## config.mk

```make
export PLATFORM = sky130hd
export DESIGN_NAME = lif_rate_encoder_flat
export DESIGN_NICKNAME = d
export VERILOG_FILES = /design/src/rtl/lif_rate_encoder_if.sv /design/src/rtl/lif_rate_encoder.sv /design/src/flat_wrapper.sv
export SDC_FILE = /design/constraint.sdc
export NUM_CORES = 1
export LEC_CHECK = 0
export BUFFER_PORTS_ARGS = -buffer_cell sky130_fd_sc_hd__buf_4
export CORE_MARGIN = 4
export CORE_UTILIZATION = 36
export CTS_BUF_LIST = sky130_fd_sc_hd__clkbuf_4 sky130_fd_sc_hd__clkbuf_8
export DETAILED_ROUTE_END_ITERATION = 8
export PLACE_DENSITY_LB_ADDON = 0.2
export RECOVER_POWER = 25
export SLEW_MARGIN = 20
export SYNTH_ARGS = -nofsm -noshare
export SYNTH_HDL_FRONTEND = slang
export SYNTH_SLANG_ARGS = --single-unit
```

## constraint.sdc

```tcl
create_clock -name clk -period 2.2 [get_ports clk]
set_input_delay 0.55 -clock clk [delete_from_list [all_inputs] [get_ports clk]]
set_output_delay 0.55 -clock clk [all_outputs]
set_load 0.01 [all_outputs]
```

## src/rtl/lif_rate_encoder_if.sv

```systemverilog
// Handshake and spike-output bundle between an upstream controller and lif_rate_encoder.
interface lif_rate_encoder_if #(
  parameter int WIDTH = 8
) ();
  logic             in_valid;
  logic [WIDTH-1:0] in_intensity;
  logic             in_ready;
  logic             stop;
  logic             syn;
  logic             busy;
  logic             done;

  modport master (
    output in_valid, in_intensity, stop,
    input  in_ready, syn, busy, done
  );

  modport slave (
    input  in_valid, in_intensity, stop,
    output in_ready, syn, busy, done
  );
endinterface

```

## src/rtl/lif_rate_encoder.sv

```systemverilog
// Rate encoder: emits exactly I evenly spread spikes per 2^WIDTH-cycle window via a phase accumulator.
// Optional macro LIF_RATE_ENCODER_DITHER_EN seeds each window's accumulator from a 16-bit LFSR.
//
// state | meaning
// IDLE  | waiting for an intensity word, in_ready high
// RUN   | window in progress, one accumulator step per cycle
// DONE  | window finished, done high for one cycle
module lif_rate_encoder #(
  parameter int WIDTH = 8
) (
  input  logic               clk,
  input  logic               rst,
  lif_rate_encoder_if.slave  bus
);

  typedef enum logic [1:0] {
    IDLE = 2'd0,
    RUN  = 2'd1,
    DONE = 2'd2
  } state_t;

  state_t           state;
  state_t           state_nxt;
  logic [WIDTH-1:0] acc;
  logic [WIDTH-1:0] cnt;
  logic [WIDTH-1:0] intensity;
  logic             syn_q;
  logic [WIDTH:0]   sum;
  logic [WIDTH-1:0] acc_init;
  logic             accept;
  logic             last;

  assign sum  = {1'b0, acc} + {1'b0, intensity};
  // cnt is a down-counter loaded with 2^WIDTH-1; reaching zero marks the final RUN edge.
  assign last = (cnt == '0);

`ifdef LIF_RATE_ENCODER_DITHER_EN
  logic [15:0] lfsr;
  logic        lfsr_fb;

  // Taps 16,14,13,11 in right-shifting Fibonacci form.
  assign lfsr_fb  = lfsr[0] ^ lfsr[2] ^ lfsr[3] ^ lfsr[5];
  assign acc_init = lfsr[WIDTH-1:0];

  always_ff @(posedge clk or posedge rst) begin
    if (rst) begin
      lfsr <= 16'hACE1;
    end else if (accept) begin
      lfsr <= {lfsr_fb, lfsr[15:1]};
    end
  end
`else
  assign acc_init = '0;
`endif

  always_comb begin
    state_nxt = state;
    accept    = 1'b0;
    case (state)
      IDLE: begin
        if (bus.in_valid) begin
          accept    = 1'b1;
          state_nxt = RUN;
        end
      end
      RUN: begin
        if (bus.stop) begin
          state_nxt = IDLE;
        end else if (last) begin
          state_nxt = DONE;
        end
      end
      DONE:    state_nxt = IDLE;
      default: state_nxt = IDLE;
    endcase
  end

  always_ff @(posedge clk or posedge rst) begin
    if (rst) begin
      state     <= IDLE;
      syn_q     <= 1'b0;
      acc       <= '0;
      cnt       <= '0;
      intensity <= '0;
    end else begin
      state <= state_nxt;
      case (state)
        IDLE: begin
          syn_q <= 1'b0;
          if (accept) begin
            intensity <= bus.in_intensity;
            acc       <= acc_init;
            cnt       <= '1;
          end
        end
        RUN: begin
          if (bus.stop) begin
            syn_q <= 1'b0;
          end else begin
            acc   <= sum[WIDTH-1:0];
            syn_q <= sum[WIDTH];
            cnt   <= cnt - 1'b1;
          end
        end
        default: syn_q <= 1'b0;
      endcase
    end
  end

  assign bus.in_ready = (state == IDLE);
  assign bus.busy     = (state != IDLE);
  assign bus.done     = (state == DONE);
  assign bus.syn      = syn_q;

endmodule

```

## src/flat_wrapper.sv

```systemverilog
// flat-port wrapper written by rule: the top's interface ports become plain ports
module lif_rate_encoder_flat 
#(
  parameter int WIDTH = 8
)
  (clk, rst, bus_in_valid, bus_in_intensity, bus_stop, bus_in_ready, bus_syn, bus_busy, bus_done);
  lif_rate_encoder_if #(.WIDTH(WIDTH)) bus_i ();
  input  logic clk;
  input  logic rst;
  input wire logic [$bits(bus_i.in_valid)-1:0] bus_in_valid;
  input wire logic [$bits(bus_i.in_intensity)-1:0] bus_in_intensity;
  input wire logic [$bits(bus_i.stop)-1:0] bus_stop;
  output wire logic [$bits(bus_i.in_ready)-1:0] bus_in_ready;
  output wire logic [$bits(bus_i.syn)-1:0] bus_syn;
  output wire logic [$bits(bus_i.busy)-1:0] bus_busy;
  output wire logic [$bits(bus_i.done)-1:0] bus_done;
  assign bus_i.in_valid = bus_in_valid;
  assign bus_i.in_intensity = bus_in_intensity;
  assign bus_i.stop = bus_stop;
  assign bus_in_ready = bus_i.in_ready;
  assign bus_syn = bus_i.syn;
  assign bus_busy = bus_i.busy;
  assign bus_done = bus_i.done;
  lif_rate_encoder #(.WIDTH(WIDTH)) u_core (.clk(clk), .rst(rst), .bus(bus_i));
endmodule
```

# Yosys cells after proc, flatten, opt, wreduce, memory -nomap -nowiden
# Index checks and enable logic that the tools add are counted.
# totals
inputBits	12
ff_bits	27
output_inout_bits	4
# classes
reduce_logical	7
eq_ne	6
muxes	14
n_addsub	2
# op_table
op	n
two-way mux 8 bit	4
case mux 8 bit (2 select lines)	2
adder 8 x 8 -> 9 bit	1
logical NOT 8 bit	1
subtractor 8 x 1 -> 8 bit, second input constant	1
two-way mux 2 bit	3
two-way mux 1 bit	4
!= test 2 bit, second input constant	2
case mux 2 bit (2 select lines)	1
AND reduction 2 bit	2
nonzero test 2 bit	2
!= test 3 x 2 -> 1 bit, second input constant	1
AND reduction 3 bit	1
equality test 2 x 1 -> 1 bit, second input constant	1
equality test 2 bit, second input constant	1
logical NOT 2 bit	1
!= test 2 x 1 -> 1 bit, second input constant	1

# Depth between registers and ports, before layout
# logic_depth
word_depth	4
ltp_mapped	7
mapped_depth_nobuf	7

# Worst setup path before layout
# No wires, ideal clock.
# synth_timing
path_type	register to register
start	register u_core.intensity[0]
end	register u_core.acc[6]
setup_time_ns	0.083
stages_incl_launch_ff	8
required_time_ns	2.117
slack_ns	0.326
period_less_slack_ns	1.874
t_arrival_ns	1.791
path_cell_list	dfrtp_1 ha_1 fa_1 a21o_1 a22o_1 nor4b_1 a211oi_1 o21ai_0
# synth_between
elab_chain_len	3
# synth_rtl
element	line	source
start: declaration	lif_rate_encoder.sv:26	logic [WIDTH-1:0] intensity;
start signal: assignment	lif_rate_encoder.sv:91	intensity <= bus.in_intensity;
adder 8 x 8 -> 9 bit	lif_rate_encoder.sv:33	assign sum = {1'b0, acc} + {1'b0, intensity};
two-way mux 8 bit	lif_rate_encoder.sv:97	if (bus.stop) begin
case mux 8 bit (2 select lines)	lif_rate_encoder.sv:87	case (state)
end signal: assignment	lif_rate_encoder.sv:92	acc <= acc_init;
end signal: assignment	lif_rate_encoder.sv:100	acc <= sum[WIDTH-1:0];
end: declaration	lif_rate_encoder.sv:24	logic [WIDTH-1:0] acc;
# Every way passes these cells. The select of a mux whose other input is x is not followed.
# A chain may end at the register's enable or synchronous reset.

# Worst setup path after layout
# Ends and elaborated chain as after synthesis.

==> qor.csv <==
metric;value;unit
worst min-delay path category;primary input to flip-flop;
final hold viol count;0;
syn avg cell area;9.77;µm²
most frequent cells in the layout;nand2_1 (40), dfrtp_1 (27), buf_4 (18), o21ai_0 (13), ha_1 (10);
Starting Density;38.6;%
Max VDD drop;310;µV
Critical Path Source Type;flip-flop;
count of pins over their slew limit;0;
commonest non-fill, non-tap cell in the layout;nand2_1;
synthesis-to-finish area growth;16.6;%
synthesized cell area;0.00146;mm²
Main synth FF type;dfrtp_1;
period utilization;93.6;%
CTS Buf Count;3;
Post-CTS Setup Bufs;0;
Critical Path End Type;flip-flop;
die width;71.6;µm
P_int;1.06;mW
Place WS;0.187;ns
PwrDens;985;mW/mm²
Clk pwr share;17.6;%
combinational share of power;40.5;%
f_max;485;MHz
register area share after synthesis;46.4;%
CTS Root Cell;clkbuf_8;
Worst Path Required;2.41;ns
Die H;71.6;µm
hold_ws;0.453;ns
unique cell type count in the Yosys netlist;34;
die area;0.00512;mm²
crit path max fanout;4;
H-tree level count;1;
switching portion of total power;36.8;%
Synth Net Count;172;
GRT Overall Usage;12.6;%
RSZ-0062 raised after global routing;false;
P_leak;0.790;nW
1st-iter DRT viols;26;
Overflow after GRT;0;
Flop pwr share;41.9;%
Worst-path clk slew;0.10;ns
Async SR Flop Fraction;100;%
Detailed Routing Iterations Pass 1;5;
Avg Vias per Cell;5.15;
# DRC;0;
later-pin clock latency in the skew report;0.28;ns
Fill cells;372;
antenna-violating nets left;0;
synth warn;0;
Design Power;1.67;mW
CTS Hold Bufs;0;
CP Class;flip-flop to flip-flop;
critical path arrival;2.27;ns
Yosys reg bits;27;
final net count;194;
CTS tree;built;
setup ws final;0.140;ns
R2R depth;7;
count of flip-flops with a built-in enable after synthesis;0;
max_slew headroom;1.27;%
layout cell share with drive strength beyond 1;17.1;%
initial antenna violation count;0;
first-pass GRT wire length;5080;µm
number of global-route vias before repair;1102;
drt total wl;2980;µm
clk buf depth;2;
FP Rows;22;
global placer's final weighted congestion;0.831;
status;finished, final reports clean;
hold path cells;3;
Port Buffers;15;
final setup fails;0;
vias;1122;
hpwl dp;2150;µm
largest net degree at the start of global routing;28;
crit path time final;2.06;ns
diode count;0;
Net Sw Power;0.615;mW
area of the multi-input gates;751;µm²
I/O pins;16;
Max Cap Viol;0;
skew final;0.00664;ns
Final TNS setup;0;ns
CTS-repair resized insts;0;
Worst Max-Slew Pin Slew;1.48;ns
Clock Sinks;27;
Reg area;676;µm²
routed length per instance;13.7;µm
Core Area;0.00377;mm²
Post-Synthesis Cells;149;
## per-stage QoR
stage               utilization (%)  std cells  area [µm²]
finish                         45.0        218        1700
floorplan                         -        149        1460
detailed placement             43.8        214        1650
global placement               43.8        214        1650
CTS                            45.1        218        1700
global route                   45.0        218        1700
## cell type report
type                       count  area share [%]
multi-input combinational    115            44.2
sequential                    27            39.8
timing repair buffer          20            8.63
tap                           48            3.54
clock buffer                   3            2.43
inverter                       4           0.885
clock inverter                 1           0.442
## state kept, by name (all words and copies together) (netlist names)
name              flops
u_core.intensity      8
u_core.bus.syn        1
u_core.state          2
u_core.acc            8
u_core.cnt            8
## power by group through the flow
stage          Sequential [mW]  Clock, mW  Combinational [mW]
2_1_floorplan            0.689          0               0.524
3_3_place_gp             0.707          0               0.656
3_5_place_dp             0.712          0               0.672
4_1_cts                  0.703      0.310               0.680
5_1_grt                  0.717      0.333               0.764
6_report                 0.700      0.294               0.677
## worst max-delay path, stage by stage, from the launching register on
cell	delay [ns]
dfrtp_1	0.39
ha_1	0.24
fa_1	0.42
a21o_1	0.20
a22o_1	0.22
nor4b_1	0.27
a211oi_1	0.09
o21ai_0	0.16
## logic make-up after synthesis
kind of cell,synth area share (%)
simple gates,22.2
compound gates,14.6
fa+ha+maj,9.97
xor+xnor,4.81
flops,46.4
buf+inv,1.98
## synthesized netlist by cell type, drive strengths merged, types with 2 or more instances
| cell type | count | area (µm²) |
|---|---|---|
| xnor2 | 4 | 35.0 |
| o21ai | 13 | 65.1 |
| nor3 | 2 | 10.0 |
| a21o | 2 | 15.0 |
| inv | 4 | 15.0 |
| ha | 10 | 125 |
| and2 | 2 | 12.5 |
| nand2 | 40 | 150 |
| xor2 | 4 | 35.0 |
| a21oi | 4 | 20.0 |
| o211ai | 2 | 15.0 |
| nor3b | 2 | 37.5 |
| a211oi | 4 | 30.0 |
| dfrtp | 27 | 676 |
| nor2 | 6 | 25.0 |
| buf | 2 | 10.0 |
| a22o | 3 | 26.3 |
| nor2b | 3 | 18.8 |
## routing by layer
metal / wire (µm) / vias up / share of wire, % / track usage [%]
li1: - / 556 / - / -
met1: 1440 / 544 / 48 / 17.3
met2: 1400 / 17 / 47 / 19.5
met3: 92 / 5 / 3.1 / 2.24
met4: 53 / 0 / 1.8 / 5.64
met5: 0 / - / 0 / 0
## worst paths after layout
kind / start / endpoint / slack, ns
max reg2reg: u_core.intensity[0] / u_core.acc[6] / 0.14
min reg2reg: u_core.acc[3] / u_core.acc[3] / 0.49
max: u_core.intensity[0] / u_core.acc[6] / 0.14
min in group asynchronous: rst / u_core.acc[6] / 0.77
max in group asynchronous: rst / u_core.intensity[4] / 0.56
min: bus_in_intensity[7] / u_core.intensity[7] / 0.45
(Power assumes the default switching activity.)
